[src/rtl/req_pending_pkg.sv]
// Shared types and constants for the request-pending controller.
// Holds request count, index width, FSM encoding and a one-hot helper.
package req_pending_pkg;

    localparam int N_REQ = 4;
    localparam int IDX_W = 2;

    typedef enum logic {
        ST_IDLE  = 1'b0,
        ST_OFFER = 1'b1
    } state_t;

    function automatic logic [N_REQ-1:0] idx_onehot(
        input logic [IDX_W-1:0] idx
    );
        logic [N_REQ-1:0] one;
        one = {{(N_REQ-1){1'b0}}, 1'b1};
        return one << idx;
    endfunction

endpackage

[src/rtl/priority_enc_4_2_v.sv]
// 4:2 priority encoder, bit 3 has the highest priority.
// o_valid is the OR of all inputs; o_code is 0 when nothing is set.
module priority_enc_4_2_v
    import req_pending_pkg::*;
(
    input  logic [N_REQ-1:0] i_code,
    output logic [IDX_W-1:0] o_code,
    output logic             o_valid
);

    // Highest set bit wins
    always_comb begin
        o_code  = '0;
        o_valid = |i_code;
        priority case (1'b1)
            i_code[3]: o_code = 2'd3;
            i_code[2]: o_code = 2'd2;
            i_code[1]: o_code = 2'd1;
            i_code[0]: o_code = 2'd0;
            default:   o_code = 2'd0;
        endcase
    end

endmodule

[src/rtl/req_pending_ctrl_v.sv]
// Sticky request capture feeding a priority encoder, grant offered on valid/ready.
// Optional macro REQ_MASK_EN adds i_mask to hide pending bits from the encoder.
module req_pending_ctrl_v
    import req_pending_pkg::*;
#(
    parameter bit DETECT_EDGE = 1'b1,
    parameter int CNT_W       = 8
) (
    input  logic             i_clk,
    input  logic             i_rst_n,
    input  logic [N_REQ-1:0] i_req,
`ifdef REQ_MASK_EN
    input  logic [N_REQ-1:0] i_mask,
`endif
    output logic             o_gnt_valid,
    output logic [IDX_W-1:0] o_gnt_idx,
    input  logic             i_gnt_ready,
    output logic [N_REQ-1:0] o_pending,
    output logic [N_REQ-1:0] o_drop,
    input  logic             i_drop_clr,
    output logic [CNT_W-1:0] o_gnt_cnt
);

    state_t           state;
    state_t           state_nx;
    logic [N_REQ-1:0] req_d;
    logic [N_REQ-1:0] pending;
    logic [N_REQ-1:0] drop;
    logic [IDX_W-1:0] gnt_idx;
    logic [CNT_W-1:0] gnt_cnt;
    logic [N_REQ-1:0] cap;
    logic [N_REQ-1:0] clr;
    logic [N_REQ-1:0] drop_set;
    logic [N_REQ-1:0] enc_in;
    logic [IDX_W-1:0] enc_code;
    logic             enc_valid;
    logic             accept;
    logic             load_idx;
    logic             offer;

    assign cap      = DETECT_EDGE ? (i_req & ~req_d) : i_req;
    assign clr      = accept ? idx_onehot(gnt_idx) : '0;
    assign drop_set = cap & pending & ~clr;

`ifdef REQ_MASK_EN
    assign enc_in = pending & ~i_mask;
`else
    assign enc_in = pending;
`endif

    priority_enc_4_2_v u_enc (
        .i_code  (enc_in),
        .o_code  (enc_code),
        .o_valid (enc_valid)
    );

    // Next state and handshake decode; the offered index is frozen in OFFER
    always_comb begin
        state_nx = state;
        offer    = 1'b0;
        load_idx = 1'b0;
        accept   = 1'b0;
        case (state)
            ST_IDLE: begin
                if (enc_valid) begin
                    load_idx = 1'b1;
                    state_nx = ST_OFFER;
                end
            end
            ST_OFFER: begin
                offer = 1'b1;
                if (i_gnt_ready) begin
                    accept   = 1'b1;
                    state_nx = ST_IDLE;
                end
            end
            default: state_nx = ST_IDLE;
        endcase
    end

    // FSM state register
    always_ff @(posedge i_clk) begin
        if (!i_rst_n) state <= ST_IDLE;
        else          state <= state_nx;
    end

    // Latch the encoder winner when an offer starts
    always_ff @(posedge i_clk) begin
        if (!i_rst_n)      gnt_idx <= '0;
        else if (load_idx) gnt_idx <= enc_code;
    end

    // Edge history and sticky pending; a new capture beats a same-cycle clear
    always_ff @(posedge i_clk) begin
        if (!i_rst_n) begin
            req_d   <= '0;
            pending <= '0;
        end else begin
            req_d   <= i_req;
            pending <= (pending & ~clr) | cap;
        end
    end

    // Overflow flags; a set in the clearing cycle survives
    always_ff @(posedge i_clk) begin
        if (!i_rst_n) drop <= '0;
        else          drop <= (i_drop_clr ? '0 : drop) | drop_set;
    end

    // Accepted-grant counter, wraps silently
    always_ff @(posedge i_clk) begin
        if (!i_rst_n)    gnt_cnt <= '0;
        else if (accept) gnt_cnt <= gnt_cnt + CNT_W'(1);
    end

    assign o_gnt_valid = offer;
    assign o_gnt_idx   = gnt_idx;
    assign o_pending   = pending;
    assign o_drop      = drop;
    assign o_gnt_cnt   = gnt_cnt;

endmodule

[config.mk]
export PLATFORM = sky130hd
export DESIGN_NAME = req_pending_ctrl_v
export DESIGN_NICKNAME = d
export VERILOG_FILES = /design/src/rtl/req_pending_pkg.sv /design/src/rtl/priority_enc_4_2_v.sv /design/src/rtl/req_pending_ctrl_v.sv
export SDC_FILE = /design/constraint.sdc
export NUM_CORES = 1
export LEC_CHECK = 0
export ABC_AREA = 1
export CAP_MARGIN = 20
export CORE_ASPECT_RATIO = 1.25
export CORE_MARGIN = 3
export CORE_UTILIZATION = 45
export CTS_BUF_LIST = sky130_fd_sc_hd__clkbuf_8
export CTS_CLUSTER_DIAMETER = 50
export CTS_CLUSTER_SIZE = 8
export DETAILED_ROUTE_END_ITERATION = 6
export PLACE_DENSITY = 0.73
export SLEW_MARGIN = 30
export SYNTH_ARGS = -nofsm -noshare
export SYNTH_HDL_FRONTEND = slang
export SYNTH_SLANG_ARGS = --single-unit
[constraint.sdc]
create_clock -name i_clk -period 1.8 [get_ports i_clk]
set_clock_uncertainty 0.05 [all_clocks]
set_input_delay 0.36 -clock i_clk [delete_from_list [all_inputs] [get_ports i_clk]]
set_output_delay 0.36 -clock i_clk [all_outputs]
set_load 0.1 [all_outputs]
==> results.toml, run 1 <==
[status]
status = "finished, final reports clean"

[synthesis]
avgSynthCellArea_um2 = 6.86
synthCells = 143
yosysSeqAreaShare_pct = 46.9
synthesis.nets = 152
syn_area_um2 = 981
yosysUniqueCellTypes = 17
ys_seq_elements = 23
ys_warn_count = 0

[power_and_ir_drop]
seq_power_share_pct = 45.8
powerDensity_mw_per_mm2 = 832
clockPowerShare_pct = 25.4
p_leak_nw = 0.697
ir_drop_uv = 607
pwr-share-comb_pct = 28.7
p_int_mw = 0.818
p_sw_mw = 0.438
p_sw_share_pct = 34.8

[timing]
fmax_mhz = 734
finalSetupViolCount = 0
slew_violations = 0
min_period_ns = 1.36
tns_ns = 0
rsz0062_at_grt = "no"
hold_viol = 0
worst_slew_pin_slew_ns = 0.266
fin_crit_sh_pct = 75.7
fin_hold_ws_ns = 0.456
slew_headroom_pct = 82.2

[floorplanning]
start_util_pct = 48.4
fp.dieH_um = 58.2
die_w_um = 47.8
rows = 18
core-area_mm2 = 0.00203
pin_count = 27
die_area_mm2 = 0.00278

[finish]
fin_nets = 183
diodes = 0
fin_util_pct = 74.4
layout_common_cells = "39 x nand2_1, 28 x inv_1, 20 x dfxtp_1"
fin_cells = 193
final_layout_size_suffix_gt1_share_pct = 18.5
design_area_mm2 = 0.00151
final_common_cell = "nand2_1"
syn2layout_area_growth_pct = 53.8

[clock_network]
cts_sinks = 23
cts_resized = 0
cts_setup_buffers = 0
cts_root_buffer = "clkbuf_8"
ctsHoldBuffers = 0
ctsLongestPathBuffers = 2
h-tree-depth = 1
cts_buffers = 3
clk_pin_slew_ns = 0.08
cts_tree = "done"
clk_latency_ns = 0.26

[grt]
grt_pass1_vias = 936
grt_usage_pct = 18.3
grt_use_met2_pct = 29.7
grt.busiest_layer = "met2"
grt_pass1_wl_mm = 3.72
use_met3_pct = 4.35
grt_overflow_total = 0
use_met1_pct = 20.1
antenna_found_initial = 0
grt_max_degree = 14

[worst_setup_path]
worst_setup_path_start_kind = "flop"
crit_chain = "buf_12"
crit_buf_inv = 1
end_kind = "primary output"
critical_path_required_ns = 1.39
crit_path_top_delay_cell = "dfxtp_1"
crit_family = "flip-flops"
critPathArrivalTime_ns = 0.95
crit_path_max_fanout = 6
worstSetupPathType = "reg2out"
cp_slowest_stage_delay_ns = 0.48

[detailed_routing]
dr_total_vias = 975
drt_wl_total_mm = 2.24
firstDrtPassIters = 4
drtIter0Drc = 25
ant_nets = 0
drc = 0
vias_per_cell = 5.05
avgRoutedWirePerCell_um = 11.6

[placement]
routabilityCongestion = 0.922
io_buffers = 26
place_inst = 189
placed_cell_area_mm2 = 0.00146
dp.final_hpwl_mm = 1.74

[flow_run]
drv_cap = 0

[worst_hold_path]
hold_class = "reg2reg"
[area by class of cell]
type	count	area, um^2
inverters	29	109
multi-input cells	90	407
flip-flops and latches	23	464
well taps	20	25.0
fillers	145	518
clock inverters	1	5.00
clock buffers	3	41.3
repair buffers	27	458
[synth_stat cells]
cell | number | share of area (%)
inv_1 | 28 | 11
o21a_1 | 1 | 0.77
nand3_2 | 1 | 1.0
inv_2 | 1 | 0.38
nor2_1 | 18 | 6.9
nand2_2 | 1 | 0.64
nor2_4 | 1 | 1.1
buf_2 | 1 | 0.51
nand2_1 | 39 | 15
dfxtp_1 | 23 | 47
ha_1 | 1 | 1.3
nor2_2 | 1 | 0.64
nand3_1 | 9 | 4.6
o21ai_0 | 3 | 1.5
a21oi_1 | 13 | 6.6
o211ai_1 | 1 | 0.77
nand4_1 | 1 | 0.64
[power groups by stage]
stage,clock (mW),sequential [mW],combinational (mW)
floorplan,0,0.734,0.0700
global placement,0,0.586,0.357
detailed placement,0,0.587,0.361
CTS,0.324,0.575,0.362
global route,0.351,0.580,0.380
finish,0.319,0.576,0.361
[worst paths after layout]
check	start	endpoint	slack (ns)	cells after the start
worst max-delay path	o_gnt_cnt[3]	o_gnt_cnt[3]	0.44	1
worst min-delay path	o_drop[0]	o_drop[0]	0.46	2
worst max register to register	o_gnt_cnt[1]	o_gnt_cnt[6]	0.66	7
worst min register to register	o_drop[0]	o_drop[0]	0.46	2
[state kept, by name, indices dropped and copies added, names as in the netlist]
| register | count |
|---|---|
| o_gnt_cnt | 8 |
| o_drop | 4 |
| o_pending | 4 |
| req_d | 4 |
| o_gnt_idx | 2 |
| state | 1 |
[per-layer routing]
layer,vias to the layer above,part of all wire [%]
met4,0,2.3
li1,494,-
met2,32,52
met5,-,0
met1,443,41
met3,6,4.4
[logic make-up after synthesis]
kind of cell,after synthesis,synth area share (%)
AOI/OAI and AO/OA,18,9.69
adders and majority gates,1,1.28
buffers and inverters,30,11.6
DFF,23,46.9
and+or+nand+nor,71,30.5
[per-stage QoR]
stage	power [mW]	worst slack, ns
finish	1.26	0.438
CTS	1.26	0.430
global route	1.31	0.391
detailed placement	0.948	0.244
global placement	0.943	0.277
floorplan	0.804	0.0622
Note: power is estimated with default switching activity, not from simulation.
==> inputs of run 2 (changes only) <==
Settings changed: CORE_UTILIZATION 45 to 44, PLACE_DENSITY 0.73 to 0.74.
Clock period 1.8 ns to 1.2 ns, I/O delays scaled along.
==> run 2 against run 1 <==
Against the previous run: register-to-register slack lost 0.57 ns; global-route usage up 1.5 points; sequential power increased by 50%; largest cell class unchanged; core utilization up 4.9 points; clock power grew 48%; critical path depth stayed put; largest power group unchanged; die area grew 2.0%.
==> results.toml, run 2 (synthesized netlist as in run 1, its figures left out) <==
[clock_network]
cts_sinks = 23
ctsLongestPathBuffers = 2
cts_tree = "done"
h-tree-depth = 1
clk_pin_slew_ns = 0.08
clk_latency_ns = 0.26
cts_root_buffer = "clkbuf_8"
ctsHoldBuffers = 0
cts_buffers = 3

[floorplanning]
die_w_um = 48.2
core-area_mm2 = 0.00205
start_util_pct = 47.9
fp.dieH_um = 58.8
rows = 18
pin_count = 27
die_area_mm2 = 0.00284

[worst_setup_path]
crit_chain = "buf_12"
cp_slowest_stage_delay_ns = 0.41
crit_family = "flip-flops"
crit_path_top_delay_cell = "dfxtp_4"
critical_path_required_ns = 0.91
worstSetupPathType = "reg2out"
end_kind = "primary output"
critPathArrivalTime_ns = 0.86
worst_setup_path_start_kind = "flop"
crit_buf_inv = 1
crit_path_max_fanout = 5

[grt]
grt_pass1_vias = 950
grt_overflow_total = 0
grt_usage_pct = 19.8
grt_pass1_wl_mm = 4.00
grt_max_degree = 14
antenna_found_initial = 0

[finish]
syn2layout_area_growth_pct = 65.7
fin_nets = 186
final_layout_size_suffix_gt1_share_pct = 30.7
regArea_um2 = 512
multi_input_area_um2 = 442
final_common_cell = "nand2_1"
layout_common_cells = "39 x nand2_1, 27 x inv_1, 19 x buf_12"
diodes = 0
largest_register_ffs = 8
fin_util_pct = 79.3
fillers = 133

[detailed_routing]
drtIter0Drc = 26
ant_nets = 0
drt_wl_total_mm = 2.28
vias_per_cell = 4.66
drc = 0
dr_total_vias = 959
avgRoutedWirePerCell_um = 11.1
firstDrtPassIters = 4

[timing]
fmax_mhz = 868
slew_headroom_pct = 87.0
fin_ws_ns = 0.0478
slew_violations = 0
worst_slew_pin_slew_ns = 0.195
finalSetupViolCount = 0
fin_crit_sh_pct = 96.0
rsz0062_at_grt = "yes"
hold_viol = 0
min_period_ns = 1.15

[status]
status = "finished, final reports clean"

[placement]
pre_cts_ws_ns = -0.316
routabilityCongestion = 0.832
io_buffers = 26
dp.final_hpwl_mm = 1.84

[flow_run]
drv_cap = 0

[worst_hold_path]
hold_class = "in2reg"

[power_and_ir_drop]
powerDensity_mw_per_mm2 = 1160
ir_drop_uv = 911
p_leak_nw = 0.727
-- run 2: timing repair --
item | in CTS | in global routing
buffers inserted | 0 | 0
endpoints found under the setup margin | 3 | 1
resized for setup | 1 | 0
-- run 2: layer usage --
layer | vias up | track usage, % | wire length [um]
met4 | 0 | 6.92 | 41
met2 | 25 | 34.7 | 1260
met5 | - | 0 | 0
li1 | 505 | - | -
met3 | 6 | 4.28 | 109
met1 | 423 | 22.3 | 876
-- run 2: area by class of cell --
class	count	area share, %
timing repair buffer	30	29.5
clock inverter	1	0.308
sequential	23	31.5
inverter	29	6.70
multi-input combinational	90	27.2
tap	30	2.31
clock buffer	3	2.54
-- run 2: stage by stage --
stage	std cells	total power, mW	setup TNS (ns)	cell area, um^2	hold slack, ns
5_1_grt	206	1.98	-0.00179	1630	0.441
4_1_cts	206	1.91	0	1630	0.438
3_5_place_dp	202	1.44	-4.08	1580	0.427
3_3_place_gp	202	1.43	-3.63	1580	0.427
2_1_floorplan	143	1.21	-0.0564	1070	0.283
6_report	206	1.89	0	1630	0.436
-- run 2: path summary, 6_finish.rpt --
kind / from / end / slack [ns] / cells after the start
max: state / o_gnt_valid / 0.05 / 1
min: i_gnt_ready / o_gnt_cnt[0] / 0.44 / 3
max reg2reg: o_gnt_cnt[0] / o_gnt_cnt[6] / 0.09 / 6
min reg2reg: o_drop[1] / o_drop[1] / 0.44 / 2
-- run 2: power by group --
group	total [mW]	internal (mW)	switching, mW
combinational	0.557	0.201	0.356
sequential	0.863	0.798	0.0649
clock	0.473	0.232	0.241
-- run 2: worst register-to-register path: stages (launching register included) --
cell	delay [ns]
dfxtp_4	0.40
ha_4	0.14
inv_2	0.04
nor2_4	0.14
nand4_1	0.13
nand2_1	0.08
nor2_1	0.04
==> inputs of run 3 (changes only) <==
Settings changed: PLACE_DENSITY 0.74 to 0.77, REMOVE_ABC_BUFFERS set to 1.
==> run 3 against run 2 <==
Against the previous run: combinational power increased by 6.1%; register-to-register slack about the same; flip-flop and latch count unchanged; critical path type unchanged; critical endpoint is now o_gnt_cnt[0]; largest cell class is now buffers.
==> results.toml, run 3 (synthesized netlist as in run 1, its figures left out) <==
[status]
status = "finished, final reports clean"

[grt]
grt_overflow_total = 0
antenna_found_initial = 0
grt_pass1_vias = 986
grt_usage_pct = 19.6
grt_max_degree = 14
grt_pass1_wl_mm = 4.07

[worst_setup_path]
r2r-start = "o_gnt_cnt[0]"
worst_setup_path_start_kind = "flop"
critical_path_required_ns = 0.91
critPathArrivalTime_ns = 0.89
end_kind = "primary output"
worstSetupPathType = "reg2out"
crit_start = "o_gnt_cnt[0]"
crit_path_max_fanout = 3

[detailed_routing]
routed.top_layer = "met4"
ant_nets = 0
drtIter0Drc = 16
firstDrtPassIters = 4
wl_met2_mm = 1.41
wl_met3_um = 93
dr_total_vias = 1001
drc = 0
wl_met1_um = 872
drt_wl_total_mm = 2.43
avgRoutedWirePerCell_um = 11.5
vias_per_cell = 4.72

[floorplanning]
fp.dieH_um = 58.8
pin_count = 27
core-area_mm2 = 0.00205
die_area_mm2 = 0.00284
die_w_um = 48.2
start_util_pct = 47.9
rows = 18

[timing]
min_period_ns = 1.18
slew_headroom_pct = 88.2
fin_crit_sh_pct = 98.5
fmax_mhz = 846
tns_ns = 0
rsz0062_at_grt = "yes"
hold_viol = 0
finalSetupViolCount = 0
fin_ws_ns = 0.0185
slew_violations = 0
worst_slew_pin_slew_ns = 0.176

[placement]
placed_cell_area_mm2 = 0.00151
pre_cts_ws_ns = -0.238
place_inst = 204
io_buffers = 26
dp.final_hpwl_mm = 1.80
routabilityCongestion = 0.840

[finish]
fillers = 132
regArea_um2 = 478
fin_cells = 212
syn2layout_area_growth_pct = 65.4
final_common_cell = "nand2_1"
final_layout_size_suffix_gt1_share_pct = 29.1
design_area_mm2 = 0.00162
multi_input_area_um2 = 417
diodes = 0
fin_nets = 192
layout_common_cells = "39 x nand2_1, 27 x inv_1, 19 x buf_12"
largest_register_ffs = 8

[clock_network]
clk_pin_slew_ns = 0.08
clk_latency_ns = 0.26
cts_buffers = 3
cts_sinks = 23
ctsLongestPathBuffers = 2
h-tree-depth = 1
cts_root_buffer = "clkbuf_8"
cts_tree = "done"

[power_and_ir_drop]
p_leak_nw = 0.762
power_mw = 1.93
powerDensity_mw_per_mm2 = 1190
ir_drop_uv = 895

[worst_hold_path]
hold_start = "i_gnt_ready"
hold_class = "in2reg"

[flow_run]
drv_cap = 0
[run 3: layer usage]
metal,GRT usage (%),up-vias
met4,7.31,0
met3,4.28,8
met1,20.3,456
met5,0,-
met2,35.8,26
li1,-,511
[run 3: repair_timing]
action,4_1_cts,5_1_grt
endpoints found under the hold margin,0,0
buffers inserted,1,3
pin swaps,0,2
hold buffers,0,0
endpoints found under the setup margin,11,19
gates resized for setup,11,9
[run 3: path summary, 6_finish.rpt]
kind,end,cells after the start,slack [ns]
setup reg to reg,o_gnt_cnt[2],5,0.09
hold reg to reg,o_pending[1],3,0.45
setup / recovery,o_gnt_cnt[0],2,0.02
hold / removal,o_gnt_cnt[0],3,0.28
[run 3: report_power, final]
group / internal [mW] / switching, mW
Clock: 0.232 / 0.246
Sequential: 0.811 / 0.0500
Combinational: 0.222 / 0.369
[run 3: through the flow]
stage / utilization (%) / hold WS [ns]
after floorplan: - / 0.283
final: 79.2 / 0.278
after detailed placement: 73.6 / 0.452
after CTS: 76.9 / 0.465
after global placement: 73.6 / 0.440
after global routing: 79.2 / 0.309
[run 3: critical path, stage by stage (launching register included)]
cell and delay, ns:
dfxtp_2 0.36, buf_6 0.11, buf_12 0.16
[run 3: area by class of cell]
class / instances / area share, %
repair buffers: 36 / 33.0
inverters: 29 / 6.71
multi-input cells: 90 / 25.7
clock buffers: 3 / 2.54
well taps: 30 / 2.31
flip-flops and latches: 23 / 29.5
clock inverters: 1 / 0.308
